`config.mk`:
```
export PLATFORM = sky130hd
export DESIGN_NAME = reg_bank_rr_arbiter_flat
export DESIGN_NICKNAME = d
export VERILOG_FILES = /design/src/rtl/reg_bank_rr_arbiter_pkg.sv /design/src/rtl/reg_bank_rr_arbiter_if.sv /design/src/rtl/reg_bank_rr_arbiter_rr_pick.sv /design/src/rtl/reg_bank_rr_arbiter.sv /design/src/flat_wrapper.sv
export SDC_FILE = /design/constraint.sdc
export NUM_CORES = 1
export LEC_CHECK = 0
export BUFFER_PORTS_ARGS = -buffer_cell sky130_fd_sc_hd__buf_2
export CAP_MARGIN = 10
export CORE_MARGIN = 10
export CORE_UTILIZATION = 35
export CTS_BUF_LIST = sky130_fd_sc_hd__clkbuf_16
export CTS_CLUSTER_SIZE = 24
export DETAILED_ROUTE_END_ITERATION = 16
export GPL_TIMING_DRIVEN = 0
export PLACE_DENSITY = 0.69
export SYNTH_ARGS = -nofsm -noshare
export SYNTH_HDL_FRONTEND = slang
export SYNTH_SLANG_ARGS = --single-unit
```
`constraint.sdc`:
```
create_clock -name clk -period 3.8 [get_ports clk]
set_clock_uncertainty 0.1 [all_clocks]
set_input_delay 0.38 -clock clk [delete_from_list [all_inputs] [get_ports clk]]
set_output_delay 0.38 -clock clk [all_outputs]
set_load 0.01 [all_outputs]
```
`src/rtl/reg_bank_rr_arbiter_pkg.sv`:
```
// Shared constants and helpers for the round-robin register-bank write arbiter.
package reg_bank_rr_arbiter_pkg;

  localparam int GCNT_W = 8;

  // Ceil-log2 with a floor of 1 so that single-entry ranges still get an index bit.
  function automatic int clog2(input int v);
    int r;
    for (r = 0; (1 << r) < v; r++) begin
    end
    return (r < 1) ? 1 : r;
  endfunction

  // Index-to-one-hot decoder covering up to 16 targets; callers size-cast the result.
  function automatic logic [15:0] onehot16(input logic [3:0] idx);
    return 16'(1) << idx;
  endfunction

endpackage

```
`src/rtl/reg_bank_rr_arbiter_if.sv`:
```
// Requester/bank bus of the arbiter: requests in, grant and bank write strobes out.
interface reg_bank_rr_arbiter_if #(
  parameter int N       = 4,
  parameter int NUM_REQ = 4,
  parameter int DEPTH   = 4
);
  import reg_bank_rr_arbiter_pkg::*;

  localparam int ADDR_W = clog2(DEPTH);

  logic                        hold;
  logic [NUM_REQ-1:0]          req;
  logic [NUM_REQ*ADDR_W-1:0]   req_addr;
  logic [NUM_REQ*N-1:0]        req_din;
  logic [NUM_REQ-1:0]          gnt;
  logic [DEPTH-1:0]            bank_load;
  logic [N-1:0]                bank_din;
  logic                        err;
  logic [GCNT_W-1:0]           grant_cnt;

  modport master (
    output hold, req, req_addr, req_din,
    input  gnt, bank_load, bank_din, err, grant_cnt
  );

  modport slave (
    input  hold, req, req_addr, req_din,
    output gnt, bank_load, bank_din, err, grant_cnt
  );

endinterface

```
`src/rtl/reg_bank_rr_arbiter_rr_pick.sv`:
```
// Combinational round-robin pick: rotate eligibility so ptr lands at bit 0,
// take the lowest set bit, then rotate the found position back.
module reg_bank_rr_arbiter_rr_pick
  import reg_bank_rr_arbiter_pkg::*;
#(
  parameter int NUM_REQ = 4,
  parameter int PTR_W   = clog2(NUM_REQ)
) (
  input  logic [NUM_REQ-1:0] elig,
  input  logic [PTR_W-1:0]   ptr,
  output logic               any_valid,
  output logic [PTR_W-1:0]   winner
);

  logic [NUM_REQ-1:0] rot;
  logic [PTR_W-1:0]   pos;

  always_comb begin
    rot       = '0;
    pos       = '0;
    any_valid = 1'b0;
    for (int i = 0; i < NUM_REQ; i++) begin
      rot[i] = elig[(i + int'(ptr)) % NUM_REQ];
    end
    // Scanning downward leaves the lowest set bit as the final assignment.
    for (int i = NUM_REQ - 1; i >= 0; i--) begin
      if (rot[i]) begin
        pos       = PTR_W'(i);
        any_valid = 1'b1;
      end
    end
  end

  assign winner = PTR_W'((int'(pos) + int'(ptr)) % NUM_REQ);

endmodule

```
`src/rtl/reg_bank_rr_arbiter.sv`:
```
// Round-robin write arbiter driving registered one-hot load strobes and a shared
// data bus into a bank of DEPTH registers on behalf of NUM_REQ requesters.
module reg_bank_rr_arbiter
  import reg_bank_rr_arbiter_pkg::*;
#(
  parameter int N       = 4,
  parameter int NUM_REQ = 4,
  parameter int DEPTH   = 4
) (
  input  logic                  clk,
  input  logic                  reset_n,
  reg_bank_rr_arbiter_if.slave  bus
);

  localparam int ADDR_W = clog2(DEPTH);
  localparam int PTR_W  = clog2(NUM_REQ);

  logic [NUM_REQ-1:0] elig;
  logic               any_valid;
  logic [PTR_W-1:0]   winner;
  logic [PTR_W-1:0]   ptr_next;
  logic [ADDR_W-1:0]  win_addr;
  logic [N-1:0]       win_din;
  logic               addr_ok;
  logic               fire;

  logic [NUM_REQ-1:0] gnt_p1;
  logic [DEPTH-1:0]   load_p1;
  logic [N-1:0]       din_p1;
  logic               err_p1;
  logic [GCNT_W-1:0]  cnt_p1;
  logic [PTR_W-1:0]   ptr_p1;

  // Stage p0: a requester granted last edge still shows req, so it is masked out.
  assign elig = bus.req & ~gnt_p1;

  reg_bank_rr_arbiter_rr_pick #(
    .NUM_REQ (NUM_REQ),
    .PTR_W   (PTR_W)
  ) u_rr_pick (
    .elig      (elig),
    .ptr       (ptr_p1),
    .any_valid (any_valid),
    .winner    (winner)
  );

  assign win_addr = bus.req_addr[int'(winner)*ADDR_W +: ADDR_W];
  assign win_din  = bus.req_din[int'(winner)*N +: N];
  assign addr_ok  = int'(win_addr) < DEPTH;
  assign ptr_next = (int'(winner) == NUM_REQ - 1) ? '0 : PTR_W'(winner + 1'b1);
  assign fire     = ~bus.hold & any_valid;

  // Stage p1: registered grant, bank strobes and bookkeeping.
  always_ff @(posedge clk or negedge reset_n) begin
    if (!reset_n) begin
      gnt_p1  <= '0;
      load_p1 <= '0;
      din_p1  <= '0;
      err_p1  <= 1'b0;
      cnt_p1  <= '0;
      ptr_p1  <= '0;
    end else if (fire) begin
      gnt_p1  <= NUM_REQ'(onehot16(4'(winner)));
      din_p1  <= win_din;
      load_p1 <= addr_ok ? DEPTH'(onehot16(4'(win_addr))) : '0;
      err_p1  <= ~addr_ok;
      ptr_p1  <= ptr_next;
      cnt_p1  <= cnt_p1 + 1'b1;
    end else begin
      gnt_p1  <= '0;
      load_p1 <= '0;
      err_p1  <= 1'b0;
    end
  end

  assign bus.gnt       = gnt_p1;
  assign bus.bank_load = load_p1;
  assign bus.bank_din  = din_p1;
  assign bus.err       = err_p1;
  assign bus.grant_cnt = cnt_p1;

endmodule

```
`src/flat_wrapper.sv`:
```
// flat-port wrapper written by rule: the top's interface ports become plain ports
module reg_bank_rr_arbiter_flat import reg_bank_rr_arbiter_pkg::*;
#(
  parameter int N       = 4,
  parameter int NUM_REQ = 4,
  parameter int DEPTH   = 4
)
  (clk, reset_n, bus_hold, bus_req, bus_req_addr, bus_req_din, bus_gnt, bus_bank_load, bus_bank_din, bus_err, bus_grant_cnt);
  reg_bank_rr_arbiter_if #(.N(N), .NUM_REQ(NUM_REQ), .DEPTH(DEPTH)) bus_i ();
  input  logic clk;
  input  logic reset_n;
  input wire logic [$bits(bus_i.hold)-1:0] bus_hold;
  input wire logic [$bits(bus_i.req)-1:0] bus_req;
  input wire logic [$bits(bus_i.req_addr)-1:0] bus_req_addr;
  input wire logic [$bits(bus_i.req_din)-1:0] bus_req_din;
  output wire logic [$bits(bus_i.gnt)-1:0] bus_gnt;
  output wire logic [$bits(bus_i.bank_load)-1:0] bus_bank_load;
  output wire logic [$bits(bus_i.bank_din)-1:0] bus_bank_din;
  output wire logic [$bits(bus_i.err)-1:0] bus_err;
  output wire logic [$bits(bus_i.grant_cnt)-1:0] bus_grant_cnt;
  assign bus_i.hold = bus_hold;
  assign bus_i.req = bus_req;
  assign bus_i.req_addr = bus_req_addr;
  assign bus_i.req_din = bus_req_din;
  assign bus_gnt = bus_i.gnt;
  assign bus_bank_load = bus_i.bank_load;
  assign bus_bank_din = bus_i.bank_din;
  assign bus_err = bus_i.err;
  assign bus_grant_cnt = bus_i.grant_cnt;
  reg_bank_rr_arbiter #(.N(N), .NUM_REQ(NUM_REQ), .DEPTH(DEPTH)) u_core (.clk(clk), .reset_n(reset_n), .bus(bus_i));
endmodule
```
==> results.ini, run 1 <==
[power]
p_per_area_mw_per_mm2 = 877
switching_share_pct = 44.9
vdd_drop_max_mv = 0.434
p_sw_mw = 0.754
p_leak_nw = 0.872
p_total_mw = 1.68
internal_power_mw = 0.926
p_comb_share_pct = 59.0
seqPwrFrac_pct = 23.5
clkPwrFrac_pct = 17.5

[grt]
track_usage_pct = 10.5
grt_first_pass_wirelength_mm = 6.55
grt_max_degree = 23
antenna_found_initial = 0
grt_overflow = 0
grt_pass1_vias = 1450

[synth]
ys_warn_count = 0
synth-simple-area-share_pct = 22.0
muxShareOfSynthArea_pct = 2.84
ys_ff_latch = 22
syn_area_sq_mm = 0.00150
synth_cells = 149
synthAdderAreaFrac_pct = 3.34
synth_top_family_by_area = compound AO/OA/AOI/OAI gates
ys_seq_area_share_pct = 36.8
ys_async_sr_fraction_pct = 100
synthesis.nets = 184
synth.distinct_cells = 48
synth-edff-count = 0
synth_xor_area_share_pct = 5.26
synth_flop_cell = dfrtp_1
avgSynthCellArea_sq_um = 10.1
synth_compound_area_share_pct = 25.8

[route]
routed_wl_mm = 3.79
final_antenna_net_count = 0
avgViaCountPerCell = 5.32
num_vias = 1345
post_drt_wl_per_cell_um = 15.0
drt_pass1_iterations = 4
drt_iter0_drc = 75
drc_errors = 0

[worst_setup_path]
path_class = flop to flop
slowest_delay_ns = 0.54
endpoint_kind = flop
worstPathArrival_ns = 3.10
path_buf_inv = 0
start_kind = flop
crit_top_cell = nor3_1
path_max_fanout = 6
crit_chain = nor2b_2 -> nor3_1 -> a311oi_1 -> o211ai_1 -> ha_1 -> mux2i_1 -> nor3_1 -> a2111oi_2 -> a21oi_1
crit_slowest_cell = a2111oi_2
crit_family = compound AO/OA/AOI/OAI gates
crit_required_ns = 3.82

[clocking]
htreeDepth = 1
clockBufferDepth = 2
cts.clk_slew.worst_paths_ns = 0.06
cts_tree = done
root_buffer = clkbuf_16
cts_hold_buf = 0
cts_made_buffers = 3
cts_setup_buffers = 0
numClockSinks = 22
cts_resized = 0
clk-insertion-delay-late_ns = 0.26

[sta]
setup_viol = 0
max_freq_mhz = 325
rsz0062_at_grt = false
slew_headroom_pct = 60.5
hold-worst-slack_ns = -0.0172
worst_pin_slew_ns = 0.588
finalCriticalPeriod_ns = 3.08
slew_viol_final = 0
hold_viol = 22
timing.final.crit_share_pct = 81.0
tns_ns = 0

[cells_and_area]
fin_nets = 239
diodes = 0
seqCellArea_sq_um = 551
nFillCells = 387
multi_input_area_sq_um = 891
areaGrowthSynthToFinish_pct = 27.9
drive_above_1_share_pct = 38.9

[outcome]
status = complete, but fails checks
violations = hold timing

[floorplanning]
die_h_um = 85.4
fp.dieW_um = 85.4
initial_core_util_pct = 36.9
die-area_sq_mm = 0.00730
row_count = 23
coreArea_sq_mm = 0.00406
pin_count = 52

[place]
portBuffers = 50
gp_congestion = 0.879
place_hpwl_mm = 3.06

[min_path]
hold_path.class = input pin to asynchronous set/reset pin

[flow_run]
maxCapViolCount = 0

## sequential cells by signal, indices dropped and copies added (netlist names)
register / cells
u_core.bus.grant_cnt: 8
u_core.bus.bank_load: 4
u_core.bus.bank_din: 4
u_core.bus.gnt: 4
u_core.ptr_p1: 2
## cell type report
type                            instances  share of cell area [%]
Multi-Input combinational cell        116                    46.5
Sequential cell                        22                    28.7
Timing Repair Buffer                   50                    13.1
Clock buffer                            3                    3.92
Tap cell                               50                    3.27
Buffer                                  9                    2.55
Clock inverter                          1                    1.57
Inverter                                2                   0.392
## worst reg2reg max path, cell delays in order (launching register included)
cell and delay, ns:
dfrtp_1 0.41, nor2b_2 0.34, nor3_1 0.08, a311oi_1 0.25
o211ai_1 0.13, ha_1 0.45, mux2i_1 0.44, nor3_1 0.13
a2111oi_2 0.54, a21oi_1 0.08
## power by group through the flow
| stage | logic [mW] | clock network [mW] | registers [mW] |
|---|---|---|---|
| after floorplan | 0.713 | 0 | 0.424 |
| after global placement | 0.976 | 0 | 0.400 |
| after detailed placement | 0.995 | 0 | 0.399 |
| after CTS | 0.995 | 0.298 | 0.396 |
| after global routing | 1.12 | 0.307 | 0.408 |
| final | 0.992 | 0.293 | 0.395 |
## layout by cell type, fill, tap and decap left out, types with 2 or more instances in the layout
| cell | Yosys | layout |
|---|---|---|
| nor3_2 | 2 | 2 |
| nor2b_1 | 11 | 11 |
| nand2_1 | 14 | 14 |
| a221oi_1 | 4 | 4 |
| o21a_2 | 2 | 2 |
| a21oi_1 | 5 | 5 |
| a2111oi_0 | 4 | 4 |
| nand2b_1 | 3 | 3 |
| o21ai_2 | 3 | 3 |
| dfrtp_1 | 22 | 22 |
| nand4_1 | 2 | 2 |
| clkbuf_1 | 3 | 3 |
| and2_1 | 2 | 2 |
| nand3_1 | 8 | 8 |
| ha_1 | 4 | 4 |
| a2111oi_2 | 4 | 4 |
| mux2i_1 | 2 | 2 |
| mux2_2 | 2 | 2 |
| o2111ai_1 | 2 | 2 |
| nor3_1 | 8 | 8 |
| buf_2 | 3 | 53 |
| xnor2_1 | 8 | 8 |
| o31ai_1 | 4 | 4 |
| clkbuf_16 | 0 | 3 |
| and3_1 | 2 | 2 |
| a2111oi_4 | 2 | 2 |
## per-layer routing
layer / part of all wire, % / global-route usage, %
met5: 0 / 0
met2: 41 / 15.6
met4: 0.79 / 2.99
met3: 9.6 / 4.11
met1: 49 / 13.6
## through the flow
step | utilization (%) | hold WS, ns | cell area (sq um) | setup WS, ns | cells
final | 47.2 | -0.0172 | 1920 | 0.722 | 253
after global routing | 47.2 | 0.0273 | 1920 | 0.507 | 253
after CTS | 47.2 | 0.00143 | 1920 | 0.732 | 253
after detailed placement | 44.6 | 0.280 | 1810 | 0.655 | 249
after global placement | 44.6 | 0.276 | 1810 | 0.704 | 249
after floorplan | - | -0.0156 | 1500 | 1.08 | 149
## cell usage after synthesis, drive strengths merged (2+ instances only)
| cell type | number | share of area, % |
|---|---|---|
| o2111ai | 2 | 1.2 |
| inv | 2 | 0.50 |
| a21oi | 6 | 2.3 |
| dfrtp | 22 | 37 |
| nand3 | 9 | 3.3 |
| xnor2 | 8 | 4.7 |
| nor3 | 10 | 4.0 |
| nand4 | 2 | 0.84 |
| nand2b | 4 | 2.2 |
| and3 | 2 | 0.84 |
| o21a | 2 | 1.2 |
| clkbuf | 3 | 0.75 |
| mux2i | 2 | 1.3 |
| o31ai | 4 | 2.0 |
| and2 | 2 | 0.84 |
| ha | 4 | 3.3 |
| a221oi | 4 | 2.3 |
| mux2 | 2 | 1.5 |
| buf | 6 | 2.5 |
| nor2b | 12 | 5.2 |
| a2111oi | 10 | 10 |
| o21ai | 4 | 2.1 |
| nand2 | 14 | 3.5 |
## cell families (layout without fill, tap and decap cells)
logic type	after synthesis	after routing
AND/OR/NAND/NOR	58	58
other	1	1
flip-flops	22	22
XOR/XNOR	9	9
multiplexers	4	4
adder cells (fa/ha/maj)	4	4
AO/OA/AOI/OAI	40	40
buffers and inverters	11	65
## final timing paths
kind	start	endpoint	slack, ns	cells after the start
setup reg to reg	u_core.bus.gnt[1]$_DFF_PN0_	u_core.bus.bank_load[1]$_DFF_PN0_	0.72	9
max in group asynchronous	reset_n	u_core.bus.gnt[3]$_DFF_PN0_	3.28	1
setup / recovery	u_core.bus.gnt[1]$_DFF_PN0_	u_core.bus.bank_load[1]$_DFF_PN0_	0.72	9
hold / removal	reset_n	u_core.bus.grant_cnt[1]$_DFFE_PN0P_	-0.02	1
hold reg to reg	u_core.bus.grant_cnt[7]$_DFFE_PN0P_	u_core.bus.grant_cnt[7]$_DFFE_PN0P_	0.37	1
min in group clk	u_core.bus.grant_cnt[7]$_DFFE_PN0P_	u_core.bus.grant_cnt[7]$_DFFE_PN0P_	0.37	1
(Power assumes the default switching activity.)
==> inputs of run 2 (changes only) <==
--- a/config.mk
+++ b/config.mk
@@ -5,6 +5,7 @@
 export SDC_FILE = /design/constraint.sdc
 export NUM_CORES = 1
 export LEC_CHECK = 0
+export ABC_AREA = 1
 export BUFFER_PORTS_ARGS = -buffer_cell sky130_fd_sc_hd__buf_2
 export CAP_MARGIN = 10
 export CORE_MARGIN = 10
@@ -13,7 +14,7 @@
 export CTS_CLUSTER_SIZE = 24
 export DETAILED_ROUTE_END_ITERATION = 16
 export GPL_TIMING_DRIVEN = 0
-export PLACE_DENSITY = 0.69
+export PLACE_DENSITY = 0.72
 export SYNTH_ARGS = -nofsm -noshare
 export SYNTH_HDL_FRONTEND = slang
 export SYNTH_SLANG_ARGS = --single-unit
==> constraint.sdc (replaced) <==
create_clock -name clk -period 2.6 [get_ports clk]
set_clock_uncertainty 0.1 [all_clocks]
set_input_delay 0.26 -clock clk [delete_from_list [all_inputs] [get_ports clk]]
set_output_delay 0.26 -clock clk [all_outputs]
set_load 0.01 [all_outputs]
==> run 2 against run 1 <==
The run now ends clean. Largest power group unchanged. Sequential share of layout area is 0.78 points lower. Highest routed layer unchanged. Global-route usage is 0.20 points higher. Clock power is 47% higher. Largest cell class unchanged.
==> results.ini, run 2 <==
[floorplanning]
die_h_um = 83.3  ; -2.4%
die-area_sq_mm = 0.00694  ; -4.8%
pin_count = 52  ; unchanged
initial_core_util_pct = 37.2  ; +0.32 points
row_count = 22  ; -4.3%
fp.dieW_um = 83.3  ; -2.4%
coreArea_sq_mm = 0.00377  ; -7.1%

[place]
place_hpwl_mm = 2.86  ; -6.4%
gp_congestion = 0.833  ; -5.3%
dpl_cell_area_sq_mm = 0.00171  ; -5.3%
portBuffers = 50  ; unchanged

[grt]
antenna_found_initial = 0  ; unchanged
met1_usage_pct = 11.8  ; -1.7 points
met3_usage_pct = 2.34  ; -1.8 points
grt_overflow = 0  ; unchanged
busiest_layer = met2
grt_pass1_vias = 1445  ; -0.34%
met2_usage_pct = 18.6  ; +3.0 points
track_usage_pct = 10.7  ; +0.20 points
grt_first_pass_wirelength_mm = 6.39  ; -2.4%
grt_max_degree = 23  ; unchanged

[worst_setup_path]
slowest_delay_ns = 0.46  ; -0.08 ns
path_max_fanout = 9  ; +3
endpoint_kind = flop
crit_top_cell = nand2_1
worstPathArrival_ns = 2.55  ; -0.55 ns
crit_slowest_cell = dfrtp_2
start_kind = flop
ff2ff_setup_slack_ns = 0.1  ; -0.63 ns
rr_worst_depth = 16  ; +7
path_class = flop to flop
crit_chain = buf_4 -> nand3_1 -> nand2_1 -> nand2_1 -> nand2_2 -> a31oi_2 -> nor2_2 -> ha_4 -> xor2_2 -> buf_4 -> nand2_8 -> nand2_2 -> buf_6 -> ha_1 -> nand2_1 -> o21ai_1
regToRegStartpoint = u_core.ptr_p1[0]$_DFFE_PN0P_
r2r_end = u_core.ptr_p1[1]$_DFFE_PN0P_
crit_required_ns = 2.64  ; -1.18 ns

[power]
clkPwrFrac_pct = 12.1  ; -5.4 points
switching_share_pct = 47.8  ; +2.9 points
internal_power_mw = 1.85  ; +100%
p_sw_mw = 1.70  ; +120%
vdd_drop_max_mv = 0.809  ; +87%
seqPwrFrac_pct = 17.1  ; -6.4 points
p_leak_nw = 1.13  ; +30%
p_per_area_mw_per_mm2 = 1790  ; +100%
p_comb_share_pct = 70.8  ; +12 points

[route]
num_vias = 1428  ; +6.2%
final_antenna_net_count = 0  ; unchanged
drt_iter0_drc = 87  ; +16%
avgViaCountPerCell = 4.52  ; -15%
routed_wl_mm = 3.87  ; +2.3%
post_drt_wl_per_cell_um = 12.3  ; -18%
drc_errors = 0  ; unchanged
drt_pass1_iterations = 4  ; unchanged

[sta]
slew_viol_final = 0  ; unchanged
hold-worst-slack_ns = 0.257  ; +0.275 ns
timing.final.crit_share_pct = 96.3  ; +15 points
max_freq_mhz = 399  ; +23%
hold_viol = 0  ; -100%
finalCriticalPeriod_ns = 2.50  ; -0.573 ns
setup_viol = 0  ; unchanged

[min_path]
hold_path.class = input pin to flop
holdPathEnd = u_core.bus.gnt[0]$_DFF_PN0_
worstHoldPathCells = 4
hold_start = bus_hold

[synth]
ys_warn_count = 0  ; unchanged
synth_cells = 201  ; +35%
syn_area_sq_mm = 0.00140  ; -6.3%
synth.distinct_cells = 26  ; -46%
yosys.area.top_type = dfrtp_1
ys_ff_latch = 22  ; unchanged
synth.most_common_cell = nand2_1
synth_top_cell_area_share_pct = 39.2  ; +2.5 points
avgSynthCellArea_sq_um = 6.98  ; -31%
yosys-top-cells-count = 82 x nand2_1, 25 x nand3_1, 22 x dfrtp_1
synth-edff-count = 0  ; unchanged
ys_async_sr_fraction_pct = 100  ; unchanged
synth_flop_cell = dfrtp_1
synthesis.nets = 236  ; +28%
ys_seq_area_share_pct = 39.2  ; +2.5 points
synth_area_leaders = dfrtp_1 39%, nand2_1 22%, nand3_1 8.9%

[cells_and_area]
diodes = 0  ; unchanged
final_area_sq_mm = 0.00198  ; +3.3%
most-common-layout-cells = 81 x nand2_1, 52 x buf_2, 25 x nand3_1
drive_above_1_share_pct = 34.7  ; -4.2 points
fin_nets = 304  ; +27%
areaGrowthSynthToFinish_pct = 40.9
largest_reg_flops = 8  ; unchanged
fin_util_pct = 52.5  ; +5.2 points
final_common_cell = nand2_1
nFillCells = 363  ; -6.2%

[clocking]
cts.clk_slew.worst_paths_ns = 0.06  ; about the same
clockBufferDepth = 2  ; unchanged
cts_tree = done
cts_made_buffers = 3  ; unchanged
root_buffer = clkbuf_16
clk-insertion-delay-late_ns = 0.26  ; about the same
htreeDepth = 1  ; unchanged
numClockSinks = 22  ; unchanged

[flow_run]
maxCapViolCount = 0  ; unchanged

[outcome]
status = complete, no violations

## run 2: cell count changes in the layout (fill, tap and decap cells not counted), sizes merged, moves of 5 or more
cell	previous run	this run
a2111oi	10	0
a21oi	6	0
buf	56	66
inv	2	21
nand2	14	87
nand3	9	26
nor2	1	10
nor2b	12	0
nor3	10	2
xnor2	8	2
xor2	1	6
## run 2: routing by layer
metal | vias to the layer above | part of all wire, %
li1 | 755 | -
met1 | 628 | 43
met2 | 40 | 50
met3 | 5 | 5.1
met4 | 0 | 1.8
met5 | - | 0
## run 2: cells by family after synthesis
group,after synthesis,share of synthesized area [%]
DFF,22,39.2
buffers and inverters,27,8.20
AOI/OAI and AO/OA,8,2.94
xor gates and xnor gates,8,4.99
and+or+nand+nor,131,40.8
other,1,0.267
adders and majority gates,4,3.57
## run 2: power groups by stage
stage | logic (mW) | clock network [mW] | registers, mW
6_report | 2.51 | 0.430 | 0.606
5_1_grt | 2.87 | 0.452 | 0.624
4_1_cts | 2.11 | 0.435 | 0.601
3_5_place_dp | 2.03 | 0 | 0.599
3_3_place_gp | 1.97 | 0 | 0.602
2_1_floorplan | 1.50 | 0 | 0.636
## run 2: cell type report
type / count / area (sq um) / share of cell area [%]
sequential: 22 / 553 / 28.0
timing repair buffer: 63 / 350 / 17.7
buffer: 6 / 38.8 / 1.96
tap: 48 / 60.1 / 3.04
inverter: 21 / 81.3 / 4.11
multi-input combinational: 152 / 790 / 39.9
clock buffer: 3 / 75.1 / 3.80
clock inverter: 1 / 30.0 / 1.52
## run 2: worst max-delay path, delay by kind of cell (launching register included)
kind | cells | cell delay (ns)
AOI/OAI and AO/OA | 2 | 0.22
xor gates and xnor gates | 1 | 0.15
adders and majority gates | 2 | 0.44
buffers and inverters | 3 | 0.44
DFF | 1 | 0.46
and+or+nand+nor | 8 | 0.59
## run 2: what timing repair did
item / CTS / global route
setup buffers: 1 / 11
pin swaps: 0 / 5
endpoints found under the hold margin: 22 / 0
hold buffers: 1 / 0
gates resized for setup: 4 / 14
endpoints found under the setup margin: 7 / 12
## run 2: worst max path at each step
stage / cells after the start / start / to / slack [ns]
after global placement: 17 / u_core.ptr_p1[0]$_DFFE_PN0P_ / u_core.ptr_p1[1]$_DFFE_PN0P_ / -0.06
final: 16 / u_core.ptr_p1[0]$_DFFE_PN0P_ / u_core.ptr_p1[1]$_DFFE_PN0P_ / 0.1
after detailed placement: 17 / u_core.ptr_p1[0]$_DFFE_PN0P_ / u_core.ptr_p1[1]$_DFFE_PN0P_ / -0.12
after global routing: 18 / u_core.ptr_p1[0]$_DFFE_PN0P_ / u_core.ptr_p1[0]$_DFFE_PN0P_ / -0.01
after floorplan: 17 / u_core.ptr_p1[0]$_DFFE_PN0P_ / u_core.ptr_p1[1]$_DFFE_PN0P_ / 0.13
after CTS: 18 / u_core.ptr_p1[1]$_DFFE_PN0P_ / u_core.ptr_p1[0]$_DFFE_PN0P_ / 0.02
## run 2: stage by stage
stage,setup TNS [ns],setup WS [ns],power [mW],cells
6_report,0,0.0951,3.55,316
5_1_grt,-0.0126,-0.00961,3.95,316
4_1_cts,0,0.0159,3.14,305
3_5_place_dp,-0.415,-0.124,2.63,299
3_3_place_gp,-0.102,-0.0585,2.58,299
2_1_floorplan,0,0.131,2.14,201
